### src/rtl/cgra_context_sequencer_if.sv
// Sequencer-side bundle: run control, PE strobes and config-memory read port.
// master = sequencer, slave = PE / memory / host environment.
interface cgra_context_sequencer_if #(
  parameter int DATA_WIDTH = 64,
  parameter int ADDR_WIDTH = 4,
  parameter int LOOP_WIDTH = 16
);
  logic                  start;
  logic                  abort;
  logic [ADDR_WIDTH:0]   num_contexts;
  logic [LOOP_WIDTH-1:0] loop_count;
  logic                  advance;
  logic                  cfg_rd_en;
  logic [ADDR_WIDTH-1:0] cfg_rd_addr;
  logic [DATA_WIDTH-1:0] cfg_rd_data;
  logic                  cfg_rd_valid;
  logic [DATA_WIDTH-1:0] active_cfg;
  logic                  cfg_valid;
  logic [ADDR_WIDTH-1:0] context_pc;
  logic [LOOP_WIDTH-1:0] iter_count;
  logic                  busy;
  logic                  done;
  logic                  err;

  modport master (
    input  start, abort, num_contexts, loop_count, advance,
    input  cfg_rd_data, cfg_rd_valid,
    output cfg_rd_en, cfg_rd_addr, active_cfg, cfg_valid,
    output context_pc, iter_count, busy, done, err
  );

  modport slave (
    output start, abort, num_contexts, loop_count, advance,
    output cfg_rd_data, cfg_rd_valid,
    input  cfg_rd_en, cfg_rd_addr, active_cfg, cfg_valid,
    input  context_pc, iter_count, busy, done, err
  );
endinterface

### src/rtl/cgra_context_sequencer.sv
// Steps a PE through a run of config slots, fetching each frame from
// config memory and repeating the slot list loop_count times (0 = forever).
module cgra_context_sequencer #(
  parameter int DATA_WIDTH = 64,
  parameter int DEPTH      = 16,
  parameter int ADDR_WIDTH = 4,
  parameter int LOOP_WIDTH = 16
) (
  input logic clk,
  input logic rst,
  cgra_context_sequencer_if.master bus
);

  typedef enum logic [2:0] {
    S_IDLE, S_FETCH, S_WAIT, S_EXEC, S_DONE
  } state_e;

  localparam logic [ADDR_WIDTH:0] ONE_W   = (ADDR_WIDTH+1)'(1);
  localparam logic [ADDR_WIDTH:0] DEPTH_W = (ADDR_WIDTH+1)'(DEPTH);

  state_e                state_q;
  logic [ADDR_WIDTH:0]   num_q;
  logic [LOOP_WIDTH-1:0] loop_q;
  logic [ADDR_WIDTH-1:0] pc_q;
  logic [LOOP_WIDTH-1:0] iter_q;
  logic [DATA_WIDTH-1:0] cfg_q;
  logic [ADDR_WIDTH-1:0] rd_addr_q;
  logic                  rd_en_q;
  logic                  cfg_valid_q;
  logic                  busy_q;
  logic                  done_q;
  logic                  err_q;

  logic [ADDR_WIDTH-1:0] pc_d;
  logic [LOOP_WIDTH-1:0] iter_d;
  logic                  last_slot;
  logic                  nc_ok;
  logic                  finish;

  assign pc_d      = pc_q + ADDR_WIDTH'(1);
  assign iter_d    = iter_q + LOOP_WIDTH'(1);
  assign last_slot = ({1'b0, pc_q} == (num_q - ONE_W));
  assign nc_ok     = (bus.num_contexts != '0) &&
                     (bus.num_contexts <= DEPTH_W);
  assign finish    = (loop_q != '0) && (iter_d == loop_q);

  always_ff @(posedge clk) begin
    if (rst) begin
      state_q     <= S_IDLE;
      num_q       <= '0;
      loop_q      <= '0;
      pc_q        <= '0;
      iter_q      <= '0;
      cfg_q       <= '0;
      rd_addr_q   <= '0;
      rd_en_q     <= 1'b0;
      cfg_valid_q <= 1'b0;
      busy_q      <= 1'b0;
      done_q      <= 1'b0;
      err_q       <= 1'b0;
    end else if (bus.abort) begin
      // progress registers are kept so the host can see how far it got
      state_q     <= S_IDLE;
      rd_en_q     <= 1'b0;
      cfg_valid_q <= 1'b0;
      busy_q      <= 1'b0;
      done_q      <= 1'b0;
      err_q       <= 1'b0;
    end else begin
      rd_en_q <= 1'b0;
      done_q  <= 1'b0;
      err_q   <= 1'b0;
      unique case (state_q)
        S_IDLE: begin
          if (bus.start && nc_ok) begin
            num_q     <= bus.num_contexts;
            loop_q    <= bus.loop_count;
            pc_q      <= '0;
            iter_q    <= '0;
            rd_addr_q <= '0;
            rd_en_q   <= 1'b1;
            busy_q    <= 1'b1;
            state_q   <= S_FETCH;
          end else if (bus.start) begin
            err_q <= 1'b1;
          end
        end
        S_FETCH: state_q <= S_WAIT;
        S_WAIT: begin
          if (bus.cfg_rd_valid) begin
            cfg_q       <= bus.cfg_rd_data;
            cfg_valid_q <= 1'b1;
            state_q     <= S_EXEC;
          end
        end
        S_EXEC: begin
          if (bus.advance) begin
            cfg_valid_q <= 1'b0;
            if (!last_slot) begin
              pc_q      <= pc_d;
              rd_addr_q <= pc_d;
              rd_en_q   <= 1'b1;
              state_q   <= S_FETCH;
            end else begin
              iter_q <= iter_d;
              if (finish) begin
                done_q  <= 1'b1;
                state_q <= S_DONE;
              end else begin
                pc_q      <= '0;
                rd_addr_q <= '0;
                rd_en_q   <= 1'b1;
                state_q   <= S_FETCH;
              end
            end
          end
        end
        S_DONE: begin
          busy_q  <= 1'b0;
          state_q <= S_IDLE;
        end
        default: begin
          busy_q  <= 1'b0;
          state_q <= S_IDLE;
        end
      endcase
    end
  end

  assign bus.cfg_rd_en   = rd_en_q;
  assign bus.cfg_rd_addr = rd_addr_q;
  assign bus.active_cfg  = cfg_q;
  assign bus.cfg_valid   = cfg_valid_q;
  assign bus.context_pc  = pc_q;
  assign bus.iter_count  = iter_q;
  assign bus.busy        = busy_q;
  assign bus.done        = done_q;
  assign bus.err         = err_q;

endmodule

### src/flat_wrapper.sv
// flat-port wrapper written by rule: the top's interface ports become plain ports
module cgra_context_sequencer_flat 
#(
  parameter int DATA_WIDTH = 64,
  parameter int DEPTH      = 16,
  parameter int ADDR_WIDTH = 4,
  parameter int LOOP_WIDTH = 16
)
  (clk, rst, bus_start, bus_abort, bus_num_contexts, bus_loop_count, bus_advance, bus_cfg_rd_data, bus_cfg_rd_valid, bus_cfg_rd_en, bus_cfg_rd_addr, bus_active_cfg, bus_cfg_valid, bus_context_pc, bus_iter_count, bus_busy, bus_done, bus_err);
  cgra_context_sequencer_if #(.DATA_WIDTH(DATA_WIDTH), .ADDR_WIDTH(ADDR_WIDTH), .LOOP_WIDTH(LOOP_WIDTH)) bus_i ();
  input logic clk;
  input logic rst;
  input wire logic [$bits(bus_i.start)-1:0] bus_start;
  input wire logic [$bits(bus_i.abort)-1:0] bus_abort;
  input wire logic [$bits(bus_i.num_contexts)-1:0] bus_num_contexts;
  input wire logic [$bits(bus_i.loop_count)-1:0] bus_loop_count;
  input wire logic [$bits(bus_i.advance)-1:0] bus_advance;
  input wire logic [$bits(bus_i.cfg_rd_data)-1:0] bus_cfg_rd_data;
  input wire logic [$bits(bus_i.cfg_rd_valid)-1:0] bus_cfg_rd_valid;
  output wire logic [$bits(bus_i.cfg_rd_en)-1:0] bus_cfg_rd_en;
  output wire logic [$bits(bus_i.cfg_rd_addr)-1:0] bus_cfg_rd_addr;
  output wire logic [$bits(bus_i.active_cfg)-1:0] bus_active_cfg;
  output wire logic [$bits(bus_i.cfg_valid)-1:0] bus_cfg_valid;
  output wire logic [$bits(bus_i.context_pc)-1:0] bus_context_pc;
  output wire logic [$bits(bus_i.iter_count)-1:0] bus_iter_count;
  output wire logic [$bits(bus_i.busy)-1:0] bus_busy;
  output wire logic [$bits(bus_i.done)-1:0] bus_done;
  output wire logic [$bits(bus_i.err)-1:0] bus_err;
  assign bus_i.start = bus_start;
  assign bus_i.abort = bus_abort;
  assign bus_i.num_contexts = bus_num_contexts;
  assign bus_i.loop_count = bus_loop_count;
  assign bus_i.advance = bus_advance;
  assign bus_i.cfg_rd_data = bus_cfg_rd_data;
  assign bus_i.cfg_rd_valid = bus_cfg_rd_valid;
  assign bus_cfg_rd_en = bus_i.cfg_rd_en;
  assign bus_cfg_rd_addr = bus_i.cfg_rd_addr;
  assign bus_active_cfg = bus_i.active_cfg;
  assign bus_cfg_valid = bus_i.cfg_valid;
  assign bus_context_pc = bus_i.context_pc;
  assign bus_iter_count = bus_i.iter_count;
  assign bus_busy = bus_i.busy;
  assign bus_done = bus_i.done;
  assign bus_err = bus_i.err;
  cgra_context_sequencer #(.DATA_WIDTH(DATA_WIDTH), .DEPTH(DEPTH), .ADDR_WIDTH(ADDR_WIDTH), .LOOP_WIDTH(LOOP_WIDTH)) u_core (.clk(clk), .rst(rst), .bus(bus_i));
endmodule
### config.mk
export PLATFORM = sky130hd
export DESIGN_NAME = cgra_context_sequencer_flat
export DESIGN_NICKNAME = d
export VERILOG_FILES = /design/src/rtl/cgra_context_sequencer_if.sv /design/src/rtl/cgra_context_sequencer.sv /design/src/flat_wrapper.sv
export SDC_FILE = /design/constraint.sdc
export NUM_CORES = 1
export LEC_CHECK = 0
export ABC_CLOCK_PERIOD_IN_PS = 3800
export CAP_MARGIN = 20
export CORE_UTILIZATION = 48
export CTS_BUF_LIST = sky130_fd_sc_hd__clkbuf_4 sky130_fd_sc_hd__clkbuf_8 sky130_fd_sc_hd__clkbuf_16
export CTS_CLUSTER_SIZE = 16
export DETAILED_ROUTE_END_ITERATION = 8
export PLACE_DENSITY = 0.86
export SLEW_MARGIN = 0
export SYNTH_ARGS = -nofsm -noshare
export SYNTH_HDL_FRONTEND = slang
export SYNTH_SLANG_ARGS = --single-unit
### constraint.sdc
create_clock -name clk -period 3.8 [get_ports clk]
set_input_delay 0.95 -clock clk [delete_from_list [all_inputs] [get_ports clk]]
set_output_delay 0.95 -clock clk [all_outputs]
set_load 0.01 [all_outputs]
==> results of run 1 <==
registers in the layout, indices dropped and copies added (netlist names):
signal	count
u_core.bus.active_cfg	64
u_core.bus.cfg_valid	1
u_core.num_q	5
u_core.state_q	3
u_core.bus.busy	1
u_core.bus.context_pc	4
u_core.bus.iter_count	16
u_core.bus.cfg_rd_en	1
u_core.bus.err	1
u_core.bus.done	1
u_core.loop_q	16
worst max-delay path, delay by kind of cell (launching register included):
family,cells,cell delay [ps]
and+or+nand+nor,2,1020
muxes,1,210
adders and majority gates,1,430
AOI/OAI and AO/OA,3,790
DFF,1,540
buffers and inverters,1,160
routing by layer:
metal	up-vias	wire (um)	track usage (%)	part of all wire [%]
met3	47	1170	8.52	7.6
met5	-	0	0	0
met1	2499	5920	31.5	39
met4	0	539	13.0	3.5
met2	231	7670	49.2	50
li1	2534	-	-	-
logic make-up (layout without fill, tap and decap cells):
family | count (synthesis) | in the layout | share of synthesized area (%)
fa+ha+maj | 3 | 3 | 0.753
simple gates | 291 | 291 | 26.5
compound gates | 153 | 153 | 17.7
xor+xnor | 25 | 25 | 4.67
flops | 113 | 113 | 45.4
buf+inv | 54 | 231 | 4.69
mux | 2 | 2 | 0.401
per-stage QoR:
step | util (%) | setup WS [ps]
finish | 75.1 | 562
CTS | 74.6 | 632
global placement | 68.9 | 331
global route | 75.1 | 393
floorplan | - | 1010
detailed placement | 68.9 | 272
final timing paths:
| kind | cells past startpoint | slack [ps] | endpoint |
|---|---|---|---|
| worst max register to register | 8 | 560 | u_core.bus.context_pc[1] |
| worst max-delay path | 8 | 560 | u_core.bus.context_pc[1] |
| worst min register to register | 2 | 450 | u_core.bus.active_cfg[63] |
| worst min-delay path | 2 | 450 | u_core.bus.active_cfg[63] |
final cells by class:
cell class                 count  area share, %
timing repair buffer         190           25.7
sequential                   113           30.4
clock buffer                  21           6.06
multi-input combinational    474           33.6
clock inverter                11           1.53
inverter                       9          0.454
tap                          133           2.24
cell usage in the layout, fill, tap and decap left out, drive strengths merged, types with 11 or more instances in the layout:
cell type,count
nand2,187
clkdlybuf4s50,182
dfxtp,113
a21oi,110
clkbuf,21
nor2,20
o21ai,17
xor2,13
nand3,12
nor3,12
xnor2,11
power groups by stage:
stage	logic, mW	registers, mW	clock network, mW
finish	0.203	1.21	1.52
detailed placement	0.196	1.23	0
global route	0.218	1.21	1.59
global placement	0.190	1.23	0
CTS	0.198	1.21	1.53
floorplan	0.0759	1.23	0
==> parameters.txt, run 1 <==
Parameter                              Value

Run status
  Status ... completed

Yosys
  Combined area of all synthesized cells ... 4990 sq um
  Area share of the leading cell type in the synthesized netlist ... 45.4%
  Unique cell type count in the Yosys netlist ... 52
  Post-synthesis area per instance ... 7.78 sq um
  Post-synth EDFFs ... 0
  Leading register cell type out of synthesis ... sky130_fd_sc_hd__dfxtp_1
  Count of state elements after synthesis ... 113
  Sequential area share after synthesis ... 45.4%
  Synth top cells by count ... sky130_fd_sc_hd__nand2_1, sky130_fd_sc_hd__dfxtp_1, sky130_fd_sc_hd__a21oi_1
  Most frequent cell after synthesis ... sky130_fd_sc_hd__nand2_1
  Cell type with the highest aggregate area in the netlist ... sky130_fd_sc_hd__dfxtp_1
  Mapped Cells ... 641
  Synth Warn # ... 0
  Fraction of registers with async set/reset ... 0%
  Post-synth net total ... 735
  Cell types occupying the most area after synthesis ... sky130_fd_sc_hd__dfxtp_1, sky130_fd_sc_hd__nand2_1, sky130_fd_sc_hd__a21oi_1

Clocking
  CTS HTree Levels ... 4
  Number of sinks driven by the clock tree ... 113
  Clock Pin Slew Worst Setup and Hold Paths ... 50 ps
  TritonCTS Buffers ... 17
  Clock tree from TritonCTS ... done
  Hold_buf cts ... 0
  Clk Latency, worst-skew pair ... 510 ps
  Number of gates given a new drive strength after cts ... 0
  Root Buffer Master ... sky130_fd_sc_hd__clkbuf_8
  Buffers inserted by post-CTS timing repair ... 0
  Number of buffers between clock root and the deepest sink ... 2

Global routing
  Via count of the first global-routing pass ... 5221
  Global route total overflow ... 0
  First-pass GRT wire length ... 24.6 mm
  Maximum number of pins on one net before global-route repair ... 109
  Antenna violations before repair ... 0
  GRT Total Usage ... 28.2%

Detailed routing
  Per-cell routed wire length ... 16.1 um
  DRC ... 0
  Post-DRT Antenna Nets ... 0
  Total length of routed wires ... 15.3 mm
  First-pass detailed-route iteration total ... 5
  Post-detailed-route via-to-cell ratio ... 5.58
  Total number of vias ... 5311
  Violation count after the first detailed-route iteration ... 312

STA
  Setup Skew ... 11.1 ps
  Minimum clock period ... 3240 ps
  Unrepaired setup endpoints after global routing ... no
  Final number of max-transition violations ... 0
  Total negative slack for setup checks ... 0 ps
  Slew at the pin closest to its max-slew limit ... 722 ps
  Setup-failing EPs final ... 0
  Period utilisation layout ... 85.2%
  Worst slew margin relative to its limit ... 51.8%
  Worst hold slack ... 452 ps
  Hold Fails Final Rpt ... 0
  Maximum achievable frequency ... 0.309 GHz

Pwr
  IR Drop Worst-Case VDD ... 270 uV
  Static Leak ... 2.57 nW
  Sum of internal, switching and leakage power ... 2.93 mW
  Fraction of power consumed by combinational cells ... 6.9%
  Pwr per Cell Area ... 394 nW/um^2
  Switching portion of total power ... 22.2%
  Share of total power in sequential cells ... 41.3%
  Power dissipated by switching net loads ... 649 uW
  Cell-internal power ... 2.28 mW
  Clock power share ... 51.8%

Place
  Final GP Congestion ... 0.929
  Count of buffers inserted at the top-level ports ... 183
  HPWL after detailed placement ... 10.4 mm
  Total placed instance area ... 6830 sq um
  Post-Place Cells ... 917

Floorplan
  Initial core utilization ... 50.3%
  Vert. Die Dim ... 104 um
  Core outline area ... 9910 sq um
  X dimension of the die ... 104 um
  Overall die area ... 10800 sq um
  Rows ... 36
  Number of I/O pins ... 184

Worst setup path
  Worst setup path class ... reg -> reg
  Launch point of the critical path ... u_core.bus.iter_count[0]
  Critical path capture point type ... flop
  Signal arrival time at the worst endpoint ... 3680 ps
  Biggest cell delay along the critical path ... 580 ps
  CP Cell Sequence ... ha_1, inv_1, o41ai_2, o21ai_0, or4b_1, or3_1, a21oi_2, mux2i_1
  Biggest fanout along the worst timing path ... 9
  Startpoint type of the worst setup path ... flop
  Worst path slowest cell ... sky130_fd_sc_hd__or4b_1
  Beginning of the worst register-to-register path ... u_core.bus.iter_count[0]
  Data required, critical path ... 4240 ps

Finish
  Nets ... 899
  Final Cell Area ... 7440 sq um
  Number of filler instances in the final layout ... 716
  Total inserted antenna cells ... 0
  Register cell area after layout ... 2260 sq um
  Layout overhead on the synthesized area ... 49.1%
  Layout Cells excl Fill ... 951
  Area taken by multi-input logic gates ... 2500 sq um
  Layout cell share with drive strength beyond 1 ... 6.36%

Min path
  Start point of the worst min-delay path ... u_core.bus.active_cfg[63]
  Type of the tightest min-delay check ... reg -> reg

Job
  Reported max-cap violation count ... 0
(Power assumes the default switching activity.)
==> run 2: changes to the inputs <==
SKIP_CTS_REPAIR_TIMING = 1   (was default)
==> results of run 2 <==
Final layout, timing and power as in run 1 (identical DEF).
==> run 3: changes to the inputs <==
--- a/config.mk
+++ b/config.mk
@@ -7,3 +7,2 @@
 export LEC_CHECK = 0
-export ABC_CLOCK_PERIOD_IN_PS = 3800
 export CAP_MARGIN = 20
@@ -19 +18,2 @@
 export SYNTH_SLANG_ARGS = --single-unit
+export TNS_END_PERCENT = 30
--- a/constraint.sdc
+++ b/constraint.sdc
@@ -3,2 +3,2 @@
 set_output_delay 0.95 -clock clk [all_outputs]
-set_load 0.01 [all_outputs]
+set_load 0.02 [all_outputs]
==> results of run 3 <==
The final DEF is identical to that of run 1. Status: completed.
